File: src/rtl/can_bit_sampler.sv
// CAN receive bit sampler: input synchroniser, tq-based bit timing with hard sync
// and SJW-limited resync, single sample per bit, destuffing and bus-idle detect.
module can_bit_sampler #(
  parameter int unsigned BRP   = 4,
  parameter int unsigned TSEG1 = 7,
  parameter int unsigned TSEG2 = 2,
  parameter int unsigned SJW   = 1
) (
  input  logic clk,
  input  logic reset,
  input  logic enable,
  input  logic can_rx,
  output logic sample_strobe,
  output logic bit_valid,
  output logic bit_data,
  output logic stuff_err,
  output logic bus_idle
);

  localparam int unsigned PW = (BRP > 1) ? $clog2(BRP) : 1;
  localparam int unsigned TW = $clog2(TSEG1 + SJW + TSEG2 + 1);

  localparam logic [PW-1:0] PRESC_MAX = PW'(BRP - 1);
  localparam logic [TW-1:0] T1_LEN    = TW'(TSEG1);
  localparam logic [TW-1:0] T2_LEN    = TW'(TSEG2);
  localparam logic [TW-1:0] SJW_LEN   = TW'(SJW);
  localparam logic [3:0]    IDLE_LAST = 4'd10;

  typedef enum logic [1:0] {
    SEG_SYNC,
    SEG_TSEG1,
    SEG_TSEG2
  } seg_t;

  logic          sync_q;
  logic          rx_s;
  logic          rx_s_d;
  logic [PW-1:0] presc;
  logic [TW-1:0] tq_cnt;
  logic [TW-1:0] len1;
  logic [TW-1:0] len2;
  seg_t          seg;
  logic          resync_done;
  logic          err_wait;
  logic [2:0]    run_cnt;
  logic          run_val;
  logic [3:0]    idle_cnt;

  logic          edge_det;
  logic          tick;
  logic          hard_sync;
  logic          resync;
  logic          strobe_now;
  logic          end_tseg2;
  logic [TW-1:0] len1_n;
  logic [TW-1:0] len2_n;
  logic [TW-1:0] rem;

  always_ff @(posedge clk or negedge reset) begin
    if (!reset) begin
      sync_q <= 1'b1;
      rx_s   <= 1'b1;
      rx_s_d <= 1'b1;
    end else if (!enable) begin
      sync_q <= 1'b1;
      rx_s   <= 1'b1;
      rx_s_d <= 1'b1;
    end else begin
      sync_q <= can_rx;
      rx_s   <= sync_q;
      rx_s_d <= rx_s;
    end
  end

  assign edge_det      = rx_s_d & ~rx_s;
  assign tick          = (presc == PRESC_MAX);
  assign hard_sync     = edge_det & (bus_idle | err_wait);
  assign resync        = edge_det & ~hard_sync & ~resync_done & (seg != SEG_SYNC);
  assign strobe_now    = (seg == SEG_TSEG1) && tick && ((tq_cnt + TW'(1)) == len1);
  assign sample_strobe = strobe_now;

  // Segment lengths after this cycle's resync; an edge on the strobe clock is
  // handled as TSEG2 shortening when TSEG2 is entered, not as a TSEG1 extension.
  always_comb begin
    len1_n    = len1;
    len2_n    = len2;
    rem       = '0;
    if (resync && (seg == SEG_TSEG1) && !strobe_now) begin
      len1_n = len1 + ((tq_cnt < SJW_LEN) ? tq_cnt : SJW_LEN);
    end
    if (resync && (seg == SEG_TSEG2)) begin
      rem    = len2 - tq_cnt;
      len2_n = len2 - ((rem < SJW_LEN) ? rem : SJW_LEN);
    end
    end_tseg2 = (seg == SEG_TSEG2) &&
                ((tq_cnt >= len2_n) || (tick && ((tq_cnt + TW'(1)) >= len2_n)));
  end

  always_ff @(posedge clk or negedge reset) begin
    if (!reset) begin
      presc       <= '0;
      tq_cnt      <= '0;
      len1        <= T1_LEN;
      len2        <= T2_LEN;
      seg         <= SEG_SYNC;
      resync_done <= 1'b0;
      err_wait    <= 1'b0;
      run_cnt     <= '0;
      run_val     <= 1'b1;
      idle_cnt    <= '0;
      bus_idle    <= 1'b1;
      bit_valid   <= 1'b0;
      bit_data    <= 1'b1;
      stuff_err   <= 1'b0;
    end else if (!enable) begin
      presc       <= '0;
      tq_cnt      <= '0;
      len1        <= T1_LEN;
      len2        <= T2_LEN;
      seg         <= SEG_SYNC;
      resync_done <= 1'b0;
      err_wait    <= 1'b0;
      run_cnt     <= '0;
      run_val     <= 1'b1;
      idle_cnt    <= '0;
      bus_idle    <= 1'b1;
      bit_valid   <= 1'b0;
      bit_data    <= 1'b1;
      stuff_err   <= 1'b0;
    end else begin
      bit_valid <= 1'b0;
      stuff_err <= 1'b0;

      if (hard_sync) begin
        presc       <= '0;
        tq_cnt      <= '0;
        len1        <= T1_LEN;
        len2        <= T2_LEN;
        seg         <= SEG_TSEG1;
        resync_done <= 1'b1;
        err_wait    <= 1'b0;
        run_cnt     <= '0;
        idle_cnt    <= '0;
        bus_idle    <= 1'b0;
      end else begin
        if (resync) begin
          resync_done <= 1'b1;
        end
        len1  <= len1_n;
        len2  <= len2_n;
        presc <= tick ? '0 : presc + PW'(1);

        case (seg)
          SEG_SYNC: begin
            if (tick) begin
              seg    <= SEG_TSEG1;
              tq_cnt <= '0;
            end
          end
          SEG_TSEG1: begin
            if (strobe_now) begin
              seg    <= SEG_TSEG2;
              tq_cnt <= '0;
              len2   <= resync ? (T2_LEN - SJW_LEN) : T2_LEN;
            end else if (tick) begin
              tq_cnt <= tq_cnt + TW'(1);
            end
          end
          SEG_TSEG2: begin
            if (end_tseg2) begin
              seg         <= SEG_SYNC;
              tq_cnt      <= '0;
              presc       <= '0;
              len1        <= T1_LEN;
              len2        <= T2_LEN;
              resync_done <= 1'b0;
            end else if (tick) begin
              tq_cnt <= tq_cnt + TW'(1);
            end
          end
          default: seg <= SEG_SYNC;
        endcase

        if (strobe_now) begin
          if (rx_s) begin
            if (idle_cnt == IDLE_LAST) begin
              bus_idle <= 1'b1;
            end
            if (idle_cnt <= IDLE_LAST) begin
              idle_cnt <= idle_cnt + 4'd1;
            end
          end else begin
            idle_cnt <= '0;
          end

          // Destuffing; a cleared run counter marks the SOF bit after hard sync.
          if (!bus_idle && !err_wait) begin
            if (run_cnt == 3'd5) begin
              if (rx_s != run_val) begin
                run_cnt <= 3'd1;
                run_val <= rx_s;
              end else begin
                stuff_err <= 1'b1;
                err_wait  <= 1'b1;
              end
            end else begin
              bit_valid <= 1'b1;
              bit_data  <= rx_s;
              if ((run_cnt != 3'd0) && (rx_s == run_val)) begin
                run_cnt <= run_cnt + 3'd1;
              end else begin
                run_cnt <= 3'd1;
                run_val <= rx_s;
              end
            end
          end
        end
      end
    end
  end

endmodule

File: config.mk
export PLATFORM = sky130hd
export DESIGN_NAME = can_bit_sampler
export DESIGN_NICKNAME = d
export VERILOG_FILES = /design/src/rtl/can_bit_sampler.sv
export SDC_FILE = /design/constraint.sdc
export NUM_CORES = 1
export LEC_CHECK = 0
export BUFFER_PORTS_ARGS = -buffer_cell sky130_fd_sc_hd__buf_4
export CAP_MARGIN = 10
export CORE_MARGIN = 4
export CORE_UTILIZATION = 56
export DETAILED_ROUTE_END_ITERATION = 8
export HOLD_SLACK_MARGIN = 0.06
export PLACE_DENSITY = 0.76
export SYNTH_ARGS = -nofsm -noshare
export SYNTH_HDL_FRONTEND = slang
export SYNTH_SLANG_ARGS = --single-unit
File: constraint.sdc
create_clock -name clk -period 4.13 [get_ports clk]
set_input_delay 0.413 -clock clk [delete_from_list [all_inputs] [get_ports clk]]
set_output_delay 0.413 -clock clk [all_outputs]
set_load 0.03 [all_outputs]
# After elaboration in Yosys (flattened, before gate mapping)
# Cells that the tools add are included.
# W data, S select, Z words.
totals:
  input_bits: 4
  regBits: 33
  output_inout_bits: 5
  wordCells: 174
op_classes:
  reduce_logical: 24
  order_cmp: 5
  eq_ne: 26
  mux: 86
  n_bitwise: 9
  add_sub_neg: 7
ops:
  columns: ["operator", "n"]
  rows:
  - ["$mux W4", 23]
  - ["$mux W1", 42]
  - ["$mux W2", 11]
  - ["$mux W3", 7]
  - ["$ne A3 B1 Y1 const B", 5]
  - ["$ne A4 B4 Y1 const B", 3]
  - ["$pmux W4 S3", 1]
  - ["$logic_and A1 B1 Y1", 9]
  - ["$reduce_and A3 Y1", 3]
  - ["$add A4 B1 Y4 const B", 2]
  - ["$ge A4 B4 Y1", 2]
  - ["$lt A4 B1 Y1 const B", 2]
  - ["$pmux W4 S2", 1]
  - ["$reduce_and A4 Y1", 2]
  - ["$sub A4 B4 Y4", 2]
  - ["$ne A3 B3 Y1 const B", 2]
  - ["$pmux W2 S3", 1]
  - ["$and A1 B1 Y1", 5]
  - ["$ne A5 B1 Y1 const B", 1]
  - ["$reduce_and A5 Y1", 1]
  - ["$add A4 B4 Y4", 1]
  - ["$eq A2 B2 Y1 const B", 2]
  - ["$eq A4 B4 Y1", 1]
  - ["$eq A4 B4 Y1 const B", 1]
  - ["20 further kinds", 27]

# Logic depth before layout (Yosys ltp)
# Gate-level depths: netlist of run 1.
logic_depth:
  depth_word: 17
  mapped_depth: 19

# Worst setup path before layout of run 1
# No wires, ideal clock.
synth_timing:
  path_type: "register to register"
  startpoint: "register tq_cnt[0]"
  endpoint: "register tq_cnt[1]"
  setup_slack_ns: 0.006
  t_arrival_ns: 4.042
  synth_period_minus_slack_ns: 4.124
  required_ns: 4.048
  setup_time_ns: 0.082
  n_path_buf: 0
  path_stages_with_launch: 19
  cell_sequence: "dfrtp_1 > ha_1 > inv_1 > fa_1 > xor2_1 > nor3b_1 > o21ai_0 > nand2_1 > fa_1 > mux2i_1 > ha_1 > a21boi_0 > o21ai_0 > o31ai_1 > a2111o_1 > a31oi_4 > a21o_4 > nand4_2 > o22ai_1"
synth_via:
  elab_chain_len: 13
  elab_cells_between_ends: 19
  classes_between: "add/sub (3); order compare (3); eq/ne (1); mux (8); reduce/logical (4)"
synth_lines:
  columns: ["item", "line", "rtl"]
  rows:
  - ["start: declaration", "39", "logic [TW-1:0] tq_cnt;"]
  - ["start signal: assignment", "166", "tq_cnt <= tq_cnt + TW'(1);"]
  - ["start signal: assignment", "178", "tq_cnt <= tq_cnt + TW'(1);"]
  - ["$sub A4 B4 Y4", "92", "rem = len2 - tq_cnt;"]
  - ["$lt A4 B1 Y1", "93", "len2_n = len2 - ((rem < SJW_LEN) ? rem : SJW_LEN);"]
  - ["$mux W4", "93", null]
  - ["$sub A4 B4 Y4", "93", null]
  - ["$mux W4", "91", "if (resync && (seg == SEG_TSEG2)) begin"]
  - ["$ge A4 B4 Y1", "96", "((tq_cnt >= len2_n) || (tick && ((tq_cnt + TW'(1)) >= len2_n)));"]
  - ["$logic_and A1 B1 Y1", "96", null]
  - ["$logic_or A1 B1 Y1", "96", null]
  - ["$logic_and A1 B1 Y1", "95", "end_tseg2 = (seg == SEG_TSEG2) &&"]
  - ["$mux W4", "170", "if (end_tseg2) begin"]
  - ["$pmux W4 S3 (*)", "153", "case (seg)"]
  - ["$mux W4 (*)", "134", "if (hard_sync) begin"]
  - ["$mux W4 (*)", "115", "end else if (!enable) begin"]
# Every way passes the cells marked *; elsewhere a longest branch is shown, timed or not.
# A chain may end at the register's enable or synchronous reset.

# Worst setup path in the final report of run 1
layout_timing:
  startpoint: "register len2[0]"
  endpoint: "register tq_cnt[1]"
layout_via:
  elab_chain_len: 13
  elab_cells_between_ends: 14
  classes_between: "add/sub (2); order compare (3); mux (6); reduce/logical (3)"
layout_lines:
  columns: ["item", "line", "rtl"]
  rows:
  - ["start: declaration", "41", "logic [TW-1:0] len2;"]
  - ["start signal: assignment", "150", "len2 <= len2_n;"]
  - ["start signal: assignment", "164", "len2 <= resync ? (T2_LEN - SJW_LEN) : T2_LEN;"]
  - ["$sub A4 B4 Y4", "92", null]
  - ["$lt A4 B1 Y1", "93", null]
  - ["$mux W4", "93", null]
  - ["$sub A4 B4 Y4", "93", null]
  - ["$mux W4 (*)", "91", null]
  - ["$ge A4 B4 Y1", "96", null]
  - ["$logic_and A1 B1 Y1", "96", null]
  - ["$logic_or A1 B1 Y1 (*)", "96", null]
  - ["$logic_and A1 B1 Y1 (*)", "95", null]
  - ["$mux W4 (*)", "170", null]
  - ["$pmux W4 S3 (*)", "153", null]
  - ["$mux W4 (*)", "134", null]
  - ["$mux W4 (*)", "115", null]
# Marked as above.

==> out/qor.yml, run 1 <==
status: "finished, violations left"
violations: "DRC, setup timing"
synth_warnings: 0
cts_hold_buf: 0
groute.usage.overall_pct: 22.5
synth_edf_count: 0
numCtsBuffers: 5
reg2reg_slack_ns: -0.08
synth_common_cells: "ha_1 (24), nand2_1 (24), dfrtp_1 (23)"
drt_iter0_drc: 130
grt.overflow.total: 0
rr_worst_depth: 19
r2r_start: "len2[0]"
dpl.hpwl_mm: 3.77
rows: 23
r2r-end: "tq_cnt[1]"
grt_pass1_vias: 1981
seq_area_um2: 838
io_pins: 9
antenna_found_initial: 0
drt-total-wl_mm: 5.73
clock-sinks: 33
dp_cells: 326
netlist_instances: 256
path_clk_slew_ns: 0.08
rsz0062_at_grt: "true"
slew_viol_final: 0
fmax_mhz: 238
setup_ws_ns: -0.0805
die-area_um2: 5430
multi_input_area_um2: 1600
pre_cts_ws_ns: -0.157
clk_path_buf_depth: 2
area_growth_syn_to_layout_pct: 20.9
post_drt_wl_per_cell_um: 16.9
power.leakage_nw: 1.39
grt_max_degree: 34
port_buffers: 8
synth_cell_type_count: 50
die_w_um: 73.7
synth_top_area_share_pct: 23.8
num_vias: 2001
drive_above_1_share_pct: 26.3
vias_per_cell: 5.90
synth_seq_cells: 33
dieHeight_um: 73.7
tritoncts: "built"
worst_hold_path_type: "primary input to asynchronous set/reset pin"
power_mw: 0.860
cp.arrival_ns: 4.43
gp_congestion: 0.868
fin_skew_ns: 0.00716
ys.flop_type: "dfrtp_1"
synth_area_leader_cell: "dfrtp_1"
synth_area_per_cell_um2: 9.43
crit_type: "flip-flop to flip-flop"
finalSetupViolations: 8
drv_cap: 0
min_period_ns: 4.21
crit_path_max_fanout: 7
num-fill-cells: 302
ir_drop_mv: 0.235
drc: 1
clock_latency_ns: 0.29
start_util_pct: 59.1
grt_pass1_wl_mm: 9.31
synthArstFlopShare_pct: 100
synthTopCellsByArea: "dfrtp_1 (24%), ha_1 (12%), dfstp_2 (11%)"
post-route-period-util_pct: 102
required_ns: 4.35
cp-end-kind: "flip-flop"
max_slew_margin_pct: 59.9
cts_root_buf: "clkbuf_8"
tightest_slew_ns: 0.600
ant_nets: 0
hold_viol_final: 0
finalNonFillerCells: 339
core_um2: 4090
seq_area_frac_synth_pct: 34.7
netlist_area_um2: 2410
holdWs_ns: 0.0439
power_density_nw_per_um2: 295
first_pass_iters: 6
antenna_cells: 0
h-tree-depth: 2
startpoint_type: "flip-flop"
nets: 319
==> critical path, stage by stage (launching register included) <==
cell and delay, ns:
dfrtp_1 0.41, inv_2 0.09, ha_4 0.13, inv_2 0.04, fa_2 0.35, xor2_1 0.16, nor3b_2 0.21, o21ai_2 0.10
nand2_2 0.10, fa_1 0.43, mux2i_2 0.21, ha_1 0.27, a21boi_1 0.15, o21ai_1 0.20, o31ai_2 0.12, a2111o_1 0.42
a31oi_4 0.20, a21o_4 0.21, nand4_4 0.15, o22ai_2 0.18
==> logic make-up (layout without fill, tap and decap cells) <==
kind of cell    count (synthesis)  in the layout  share of synthesized area (%)
buf+inv                        25             56                           4.20
compound gates                 56             56                           16.7
flops                          33             33                           34.7
simple gates                   96             96                           22.1
fa+ha+maj                      27             27                           14.9
mux                             5              5                           2.12
xor+xnor                       12             12                           4.92
other cells                     2              4                          0.311
==> layout make-up <==
| type | instances | share of cell area, % |
|---|---|---|
| clock buffer | 5 | 2.36 |
| clock inverter | 3 | 2.23 |
| inverter | 20 | 2.57 |
| multi-input combinational | 200 | 54.8 |
| sequential | 33 | 28.7 |
| tap | 50 | 2.14 |
| timing repair buffer | 28 | 7.20 |
==> placed cells by master, fill, tap and decap left out, drive strengths merged, types with 7 or more instances in the layout <==
master,instances
dfstp,10
nand2,24
nand3,7
nor2,21
buf,28
and3,10
ha,24
a21oi,10
inv,20
xor2,8
dfrtp,23
o21ai,13
==> timing repair <==
item,CTS,global route
pin swaps,12,12
buffers inserted,3,2
setup endpoints to repair,17,17
resized for setup,16,11
==> worst max-delay path by stage <==
stage	endpoint	slack, ns	startpoint
2_1_floorplan	tq_cnt[1]	0.006	tq_cnt[0]
3_3_place_gp	tq_cnt[0]	-0.05	len2[0]
3_5_place_dp	tq_cnt[1]	-0.16	len2[0]
4_1_cts	tq_cnt[1]	-0.02	len2[0]
5_1_grt	tq_cnt[2]	-0.21	len2[0]
6_report	tq_cnt[1]	-0.08	len2[0]
==> through the flow <==
step / TNS (ns) / util, % / instance area (µm²)
2_1_floorplan: 0 / - / 2420
3_5_place_dp: -1.38 / 64.4 / 2630
6_report: -0.456 / 71.4 / 2920
3_3_place_gp: -0.215 / 64.4 / 2630
4_1_cts: -0.0596 / 69.7 / 2850
5_1_grt: -2.02 / 71.4 / 2920
==> routing by layer <==
metal / vias to the layer above / GRT usage, % / wire length [µm]
met5: - / 0 / 0
met4: 0 / 8.25 / 161
met3: 18 / 4.38 / 253
met2: 64 / 38.5 / 2850
met1: 954 / 27.9 / 2470
li1: 965 / - / -
==> state kept, by name, summed over array words and instances (netlist names), 2 cells and up <==
signal,flops
presc,2
run_cnt,3
len1,4
idle_cnt,4
tq_cnt,4
seg,2
len2,4
==> where the power goes <==
part / total, mW / internal [mW] / switching, mW
Clock: 0.371 / 0.240 / 0.131
Combinational: 0.141 / 0.0613 / 0.0801
Sequential: 0.347 / 0.336 / 0.0112
Power figures use the tool's default switching activity.
==> run 2: changes to the inputs <==
Settings changed: ABC_AREA set to 1, PLACE_DENSITY 0.76 to unset, PLACE_DENSITY_LB_ADDON set to 0.08.
==> run 2 against run 1 <==
  * The run now ends clean
  * Non-clock buffer count down 17
  * Core utilization down 5.0 points
  * Cell count up 13%
  * Power up 37%
  * Clock power down 17%
  * Die area up 1.8%
  * Register-to-register slack better by 0.41 ns
  * Critical path type unchanged
==> out/qor.yml, run 2 <==
die-area_um2: 5520
finalNonFillerCells: 382
crit_type: "flip-flop to flip-flop"
grt_pass1_wl_mm: 8.85
synth_seq_cells: 33
use_met2_pct: 34.7
mostFrequentLayoutCells: "nand2_1 (63), inv_1 (46), nand3_1 (26), ha_1 (24), dfrtp_1 (23)"
clock_latency_ns: 0.29
port_buffers: 8
dieHeight_um: 74.3
synth_top_area_share_pct: 23.4
tritoncts: "built"
drv_cap: 0
synth_edf_count: 0
drive_above_1_share_pct: 19.3
tns_ns: 0
r2r_start: "len2[0]"
yosysMostFrequentCell: "nand2_1"
h-tree-depth: 2
num-fill-cells: 367
netlist_instances: 312
cts_hold_buf: 0
synth_warnings: 0
area_growth_syn_to_layout_pct: 11.0
antenna_found_initial: 0
grt.overflow.total: 0
core_um2: 4120
r2r-end: "seg[1]"
io_pins: 9
fin_skew_ns: 0.00412
power_density_nw_per_um2: 430
synth_area_leader_cell: "dfrtp_1"
max_slew_margin_pct: 65.5
worst_hold_path_type: "primary input to asynchronous set/reset pin"
gr-usage-met3_pct: 3.78
ir_drop_mv: 0.278
tightest_slew_ns: 0.512
ant_nets: 0
gp_congestion: 0.916
rsz0062_at_grt: "false"
final_common_cell: "nand2_1"
cp-end-kind: "flip-flop"
synth_common_cells: "nand2_1 (63), inv_1 (46), nand3_1 (27)"
drt_iter0_drc: 98
vias_per_cell: 5.33
drt-total-wl_mm: 4.81
min_period_ns: 3.80
holdWs_ns: 0.0554
clk_path_buf_depth: 2
busiest_layer: "met2"
dpl.hpwl_mm: 3.67
start_util_pct: 59.9
post_drt_wl_per_cell_um: 12.6
synthTopCellsByArea: "dfrtp_1 (23%), ha_1 (12%), dfstp_2 (11%)"
finalSetupViolations: 0
clock-sinks: 33
hold_viol_final: 0
use_met1_pct: 27.0
rr_worst_depth: 24
synth_cell_type_count: 41
status: "finished clean"
seq_area_frac_synth_pct: 34.0
num_vias: 2036
first_pass_iters: 4
die_w_um: 74.3
cp.arrival_ns: 3.99
reg2reg_slack_ns: 0.33
cts_root_buf: "clkbuf_8"
path_clk_slew_ns: 0.07
synthArstFlopShare_pct: 100
drc: 0
numCtsBuffers: 5
synth_area_per_cell_um2: 7.90
power.leakage_nw: 1.40
rows: 23
antenna_cells: 0
slew_viol_final: 0
required_ns: 4.31
fmax_mhz: 263
netlist_area_um2: 2460
startpoint_type: "flip-flop"
grt_max_degree: 34
post-route-period-util_pct: 92.1
crit_path_max_fanout: 3
groute.usage.overall_pct: 20.8
grt_pass1_vias: 2023
power_mw: 1.18
dp_cells: 372
ys.flop_type: "dfrtp_1"
nets: 362
==> run 2: timing repair <==
| item | in CTS | in global routing |
|---|---|---|
| resized for setup | 0 | 4 |
| setup buffers | 0 | 2 |
| endpoints found under the setup margin | 0 | 17 |
==> run 2: worst max path at each step <==
stage | start | end | slack [ns]
after detailed placement | len2[0] | len1[2] | 0.21
after floorplan | tq_cnt[0] | len1[2] | 0.49
after global routing | len2[0] | len1[1] | 0.01
after global placement | len2[0] | len1[2] | 0.34
after CTS | len2[0] | len1[2] | 0.20
final | len2[0] | seg[1] | 0.33
==> run 2: cells by family (layout without fill, tap and decap cells) <==
logic type,after synthesis,count (layout),share of synthesized area [%]
AND/OR/NAND/NOR,145,145,28.4
buffers and inverters,52,70,7.97
AO/OA/AOI/OAI,44,44,11.5
flip-flops,33,33,34.0
adder cells (fa/ha/maj),27,27,14.6
XOR/XNOR,9,9,3.20
other,2,4,0.305
==> run 2: final cells by class <==
type / count / area (µm²) / share of cell area [%]
Multi-Input combinational cell: 229 / 1450 / 52.8
Sequential cell: 33 / 838 / 30.6
Inverter: 51 / 191 / 7.00
Timing Repair Buffer: 11 / 82.6 / 3.02
Clock buffer: 5 / 68.8 / 2.52
Tap cell: 50 / 62.6 / 2.29
Clock inverter: 3 / 46.3 / 1.69
==> run 2: per-layer routing <==
layer	routed length (µm)	part of all wire (%)
met5	0	0
met2	2300	48
met4	112	2.3
met1	2260	47
met3	135	2.8
==> run 2: per-stage QoR <==
step	utilization, %	setup WS [ns]	area [µm²]
after detailed placement	63.1	0.210	2600
after floorplan	-	0.492	2470
after global routing	66.5	0.0122	2740
after global placement	63.1	0.337	2600
after CTS	65.9	0.200	2710
final	66.5	0.327	2740
==> run 2: critical path, stage by stage, from the launching register on <==
cell and delay [ns]:
dfrtp_1 0.36, inv_1 0.09, ha_1 0.15, inv_1 0.05, fa_1 0.47, inv_1 0.04
nand3_1 0.07, nor2_1 0.04, nand3_1 0.09, nand2_1 0.10, fa_1 0.49, nand2_1 0.07
o21ai_2 0.09, inv_1 0.10, ha_1 0.29, a21o_1 0.18, or2_1 0.20, nand3_1 0.06
nand2_1 0.06, o21ai_1 0.12, inv_1 0.05, nand2_1 0.11, nand4_1 0.18, nand4_1 0.15
nand2_1 0.06
==> run 2: power breakdown <==
group          internal [mW]  switching (mW)
sequential             0.364          0.0376
clock                  0.181           0.129
combinational          0.180           0.286
total                  0.724           0.452
